### src/rtl/sram_pkg.sv
// Shared constants and FSM state type for the serial SRAM controller.
package sram_pkg;

    localparam int SRAM_ADDR_W = 24;
    localparam int SRAM_DATA_W = 16;
    localparam int SRAM_CMD_W  = 8;
    localparam int FRAME_W     = SRAM_CMD_W + SRAM_ADDR_W + SRAM_DATA_W;

    localparam logic [SRAM_CMD_W-1:0] CMD_READ  = 8'h03;
    localparam logic [SRAM_CMD_W-1:0] CMD_WRITE = 8'h02;

    typedef enum logic [2:0] {
        IDLE,
        LEAD,
        SHIFT,
        TRAIL,
        RESP
    } state_t;

endpackage

### src/rtl/spi_sram_ctrl.sv
// SPI mode-0 master issuing one 48-SCK read or write frame per request to an external serial SRAM.
// Request handshake: a request is taken on the clk edge where req_valid && req_ready are both high.
module spi_sram_ctrl
    import sram_pkg::*;
#(
    parameter int RAM_NSCK   = 48,
    parameter int RAM_CS_LEN = 2
) (
    input  logic                   clk,
    input  logic                   rst,
    input  logic                   req_valid,
    output logic                   req_ready,
    input  logic                   req_we,
    input  logic [SRAM_ADDR_W-1:0] req_addr,
    input  logic [SRAM_DATA_W-1:0] req_wdata,
    output logic                   rsp_valid,
    output logic [SRAM_DATA_W-1:0] rsp_rdata,
    output logic                   busy,
    output logic                   sck,
    output logic                   css,
    output logic                   sdo,
    input  logic                   sdi
);

    localparam int CNT_W = $clog2(2 * RAM_NSCK);
    localparam logic [CNT_W-1:0] SHIFT_LAST = CNT_W'(2 * RAM_NSCK - 1);
    localparam logic [CNT_W-1:0] CS_LAST    = CNT_W'(RAM_CS_LEN - 1);

    state_t                 state, state_d;
    logic [CNT_W-1:0]       cnt, cnt_d;
    logic [FRAME_W-1:0]     frame, frame_d;
    logic [SRAM_DATA_W-1:0] rx, rx_d;
    logic [SRAM_DATA_W-1:0] rsp_rdata_d;
    logic                   we, we_d;
    logic                   sck_d, css_d, sdo_d;
    logic                   rsp_valid_d, req_ready_d, busy_d;

    // Every output is computed for the next cycle and registered, so the pins never glitch.
    always_comb begin
        state_d     = state;
        cnt_d       = cnt;
        frame_d     = frame;
        rx_d        = rx;
        we_d        = we;
        sck_d       = 1'b0;
        css_d       = 1'b1;
        sdo_d       = sdo;
        rsp_valid_d = 1'b0;
        rsp_rdata_d = rsp_rdata;
        case (state)
            IDLE: begin
                if (req_valid && req_ready) begin
                    we_d    = req_we;
                    frame_d = {req_we ? CMD_WRITE : CMD_READ, req_addr,
                               req_we ? req_wdata : {SRAM_DATA_W{1'b0}}};
                    sdo_d   = frame_d[FRAME_W-1];
                    css_d   = 1'b0;
                    cnt_d   = '0;
                    state_d = LEAD;
                end
            end
            LEAD: begin
                css_d = 1'b0;
                if (cnt == CS_LAST) begin
                    cnt_d   = '0;
                    state_d = SHIFT;
                end else begin
                    cnt_d = cnt + 1'b1;
                end
            end
            SHIFT: begin
                css_d = 1'b0;
                cnt_d = cnt + 1'b1;
                // Rising SCK samples MISO; falling SCK presents the next MOSI bit.
                if (!sck) begin
                    sck_d = 1'b1;
                    rx_d  = {rx[SRAM_DATA_W-2:0], sdi};
                end else begin
                    frame_d = frame << 1;
                    sdo_d   = frame[FRAME_W-2];
                end
                if (cnt == SHIFT_LAST) begin
                    cnt_d   = '0;
                    state_d = TRAIL;
                end
            end
            TRAIL: begin
                css_d = 1'b0;
                if (cnt == CS_LAST) begin
                    cnt_d   = '0;
                    css_d   = 1'b1;
                    state_d = RESP;
                end else begin
                    cnt_d = cnt + 1'b1;
                end
            end
            RESP: begin
                rsp_valid_d = 1'b1;
                rsp_rdata_d = we ? {SRAM_DATA_W{1'b0}} : rx;
                state_d     = IDLE;
            end
            default: state_d = IDLE;
        endcase
        req_ready_d = (state_d == IDLE);
        busy_d      = (state_d != IDLE);
    end

    always_ff @(posedge clk or posedge rst) begin
        if (rst) begin
            state     <= IDLE;
            cnt       <= '0;
            frame     <= '0;
            rx        <= '0;
            we        <= 1'b0;
            sck       <= 1'b0;
            css       <= 1'b1;
            sdo       <= 1'b0;
            rsp_valid <= 1'b0;
            rsp_rdata <= '0;
            req_ready <= 1'b0;
            busy      <= 1'b0;
        end else begin
            state     <= state_d;
            cnt       <= cnt_d;
            frame     <= frame_d;
            rx        <= rx_d;
            we        <= we_d;
            sck       <= sck_d;
            css       <= css_d;
            sdo       <= sdo_d;
            rsp_valid <= rsp_valid_d;
            rsp_rdata <= rsp_rdata_d;
            req_ready <= req_ready_d;
            busy      <= busy_d;
        end
    end

endmodule

### config.mk
export PLATFORM = sky130hd
export DESIGN_NAME = spi_sram_ctrl
export DESIGN_NICKNAME = d
export VERILOG_FILES = /design/src/rtl/sram_pkg.sv /design/src/rtl/spi_sram_ctrl.sv
export SDC_FILE = /design/constraint.sdc
export NUM_CORES = 1
export LEC_CHECK = 0
export CAP_MARGIN = 25
export CORE_ASPECT_RATIO = 1.25
export CORE_MARGIN = 10
export CORE_UTILIZATION = 53
export CTS_BUF_LIST = sky130_fd_sc_hd__clkbuf_16
export DETAILED_ROUTE_END_ITERATION = 10
export GPL_ROUTABILITY_DRIVEN = 0
export GPL_TIMING_DRIVEN = 0
export PLACE_DENSITY = 0.84
export SETUP_SLACK_MARGIN = 0.4
export SYNTH_ARGS = -nofsm -noshare
export SYNTH_HDL_FRONTEND = slang
export SYNTH_SLANG_ARGS = --single-unit
### constraint.sdc
create_clock -name clk -period 3.4 [get_ports clk]
set_input_delay 0.34 -clock clk [delete_from_list [all_inputs] [get_ports clk]]
set_output_delay 0.34 -clock clk [all_outputs]
set_load 0.02 [all_outputs]
==> summary.md <==
| Metric | Value |
|---|---|
| Outcome | complete, no violations |
| Placed Area | around 0.0050 sq mm |
| Post-CTS Hold Fix Bufs | 0 |
| Post-Syn Area | 0.00420 sq mm |
| CP arrival | about 2.3 ns |
| Full die area | 0.0119 sq mm |
| Die width | 99.6 um |
| Total power divided by cell area | approximately 850 mW/mm^2 |
| Max_cap viols | 0 |
| Hpwl dp | ~6600 um |
| Worst Path Required | 3.59 ns |
| DIE HEIGHT | 119 um |
| Sequential fraction of the synthesis area | 57.3% |
| Gr ovfl total | 0 |
| First-pass GRT wire length | 15800 um |
| Tightest Pin Transition | 0.639 ns |
| RSZ-0062 raised after global routing | no |
| DRC | 0 |
| Area grow syn2layout | 26.1% |
| Detail Route Antenna Nets | 0 |
| CP endpoint kind | flip-flop |
| CTS tree | done |
| Nets | 549 |
| Starting Density | 54.2% |
| Resized Gates After CTS | 0 |
| Worst vdd ir | 0.497 mV |
| Final setup fails | 0 |
| Htree depth | 3 |
| Port bufs | 65 |
| Routed WL | 9290 um |
| Simple-gate share of the synthesized area | 19.4% |
| Adder-Cell Fraction of Synth Area | 0.596% |
| Deepest clock path buffer count | 2 |
| CP Class | flip-flop to flip-flop |
| Clock transition at path regs | roughly 0.060 ns |
| Via-to-Cell Ratio | 5.60 |
| Synth Area in Compound Gates | 14.1% |
| I/O pin cnt | 67 |
| Drt first-iter violations | 162 |
| Top cell type by total area after synthesis | dfrtp_1 |
| CP cell instances | inv_1 -> ha_1 -> nor4b_1 -> a21boi_0 -> o21bai_1 -> o221ai_1 |
| Multi-input gate area | approximately 0.0016 sq mm |
| Async S/R FF share, synth | 100% |
| CP startpoint kind | flip-flop |
| Top post-synthesis cells by area | dfrtp_1, nand2_1, a31oi_1 |
| Synth Warn # | 0 |
| Largest net degree at the start of global routing | between 60 and 70 |
| Post CTS Setup Buffer Count | 0 |
| Total CTS buffers | 9 |
| Initial antenna violation count | 0 |
| Mux contribution to synthesized area | 4.56% |
| Clk Latency, worst-skew pair | 0.34 ns |
| Detailed-route via count | 3372 |
| Clock period minus worst slack | 2.07 ns |
| Fill cells | 575 |
| Slew HR | 56.8% |
| Yosys cell types | 46 |
| Hold crit path type | input pin to asynchronous set/reset pin |
| WL/cell | 15.4 um |
| Main combinational cell family by area after synthesis | simple AND/OR/NAND/NOR gates |
| Leak Pwr | around 0.0023 uW |
| Max Clock Skew | 0.00805 ns |
| Number of flops mapped to enable cells by yosys | 0 |
| Final setup margin | 1.33 ns |
| Layout cell share with drive strength beyond 1 | 8.68% |
| Final-report hold violation count | 0 |
| Avg Inst Size Synth | just under 10 sq um |
| Period utilization | 60.9% |
| Synth Net Count | 472 |
| Post-Synth XOR/XNOR Area | less than 1% |
| Ys flop type | dfrtp_1 |
| Share of the synthesized area in the top cell type | 56.6% |
| FF+latch count, synth | 96 |
| CTS Sinks | 96 |
| Pre-CTS WS | 1.30 ns |
| CP max-delay cell | nor4b_1 |
| CTS root buffer | clkbuf_16 |
| Crit-path max cell delay | 0.53 ns |
| First-pass DRT Iterations | 4 |
| Antenna Cells | 0 |
| Post-Syn Instances | approximately 430 |
| Pins Over Slew Limit | 0 |
| Core area | 0.00775 sq mm |
| Final Cell Area | 0.00529 sq mm |
| Crit path max fanout | 4 |
| Power, Total | between 4000 and 5000 uW |
| Vias in the first global route | 3415 |
| GRT Util Overall | approximately 16% |
| FF/Latch Area | 0.00240 sq mm |
| Max Fclk | 0.483 GHz |
| Rows | 36 |
cell usage in the layout (no fill, tap or decap), types with 2 or more instances in the layout:
cell type / netlist / layout
mux2_2: 11 / 11
and3_1: 2 / 2
nand3_1: 20 / 20
o21ai_0: 21 / 21
mux2_1: 6 / 6
buf_1: 3 / 3
buf_2: 9 / 9
nand2b_1: 16 / 16
a21oi_1: 7 / 7
nor2_1: 47 / 47
a31oi_1: 39 / 39
a22o_1: 6 / 6
o211ai_1: 4 / 4
inv_1: 7 / 6
ha_1: 2 / 2
clkbuf_1: 16 / 16
clkinvlp_4: 0 / 2
dfrtp_1: 95 / 95
nand2_1: 85 / 85
clkbuf_16: 0 / 9
nor3_1: 2 / 2
clkdlybuf4s50_1: 0 / 65
path summary, 6_finish.rpt:
path                                                start  cells after the start  slack (ns)                         to
worst max register to register         cnt[1]$_DFFE_PP0P_                      6        1.33         cnt[6]$_DFFE_PP0P_
min in group clk                                   req_we                      3        0.46      frame[10]$_DFFE_PP0P_
max in group asynchronous                             rst                      3        2.33              css$_DFF_PP1_
worst min-delay path                                  rst                      2        0.38      frame[22]$_DFFE_PP0P_
worst max-delay path                   cnt[1]$_DFFE_PP0P_                      6        1.33         cnt[6]$_DFFE_PP0P_
worst min register to register  rsp_rdata[11]$_DFFE_PP0P_                      2        0.48  rsp_rdata[11]$_DFFE_PP0P_
sequential cells by signal (all words and copies together), names as in the netlist, 3 cells and up:
name	cells
cnt	7
frame	47
rsp_rdata	16
rx	16
state	3
cells by family after synthesis:
| group | count (synthesis) |
|---|---|
| buffers and inverters | 37 |
| and+or+nand+nor | 182 |
| muxes | 17 |
| xor gates and xnor gates | 1 |
| adders and majority gates | 2 |
| AOI/OAI and AO/OA | 90 |
| DFF | 96 |
where the power goes:
part	internal (uW)	total (uW)	switching, uW
sequential	1570	1840	266
combinational	712	1670	961
clock	570	996	427
stage by stage:
step / util (%) / std cells / hold WS (ns) / setup TNS (ns)
finish: 68.3 / 602 / 0.379 / 0
global route: 68.3 / 602 / 0.404 / 0
CTS: 68.3 / 602 / 0.398 / 0
detailed placement: 64.5 / 586 / 0.470 / 0
global placement: 64.1 / 585 / 0.464 / -71.00
floorplan: - / 425 / 0.460 / 0
layer usage:
metal | wire, um | share of wire (%) | GRT usage (%) | up-vias
met1 | 3890 | 42 | 18.8 | 1653
met3 | 690 | 7.4 | 5.55 | 18
met2 | 4560 | 49 | 26.5 | 85
li1 | - | - | - | 1616
met5 | 0 | 0 | 0 | -
met4 | 144 | 1.5 | 4.40 | 0
cell usage after synthesis, types with 2 or more instances:
library cell  count
mux2_2           11
nor2_1           47
a21oi_1           7
mux2_1            6
dfrtp_1          95
a22o_1            6
nor3_1            2
o211ai_1          4
ha_1              2
nand3_1          20
o21ai_0          21
and3_1            2
buf_2             9
nand2b_1         16
nand2_1          85
buf_1             3
inv_1             7
clkbuf_1         16
a31oi_1          39
cell type report:
type,count,share of cell area [%]
Multi-Input combinational cell,292,30.8
Sequential cell,96,45.4
Timing Repair Buffer,66,12.8
Buffer,30,2.55
Clock buffer,9,4.26
Inverter,7,0.544
Tap cell,95,2.25
Clock inverter,7,1.35
critical path: cells and delay by family (launching register included):
kind	cells	cell delay, ns
AO/OA/AOI/OAI	3	0.78
AND/OR/NAND/NOR	1	0.53
flip-flops	1	0.41
adder cells (fa/ha/maj)	1	0.13
buffers and inverters	1	0.09
Power figures use the tool's default switching activity.
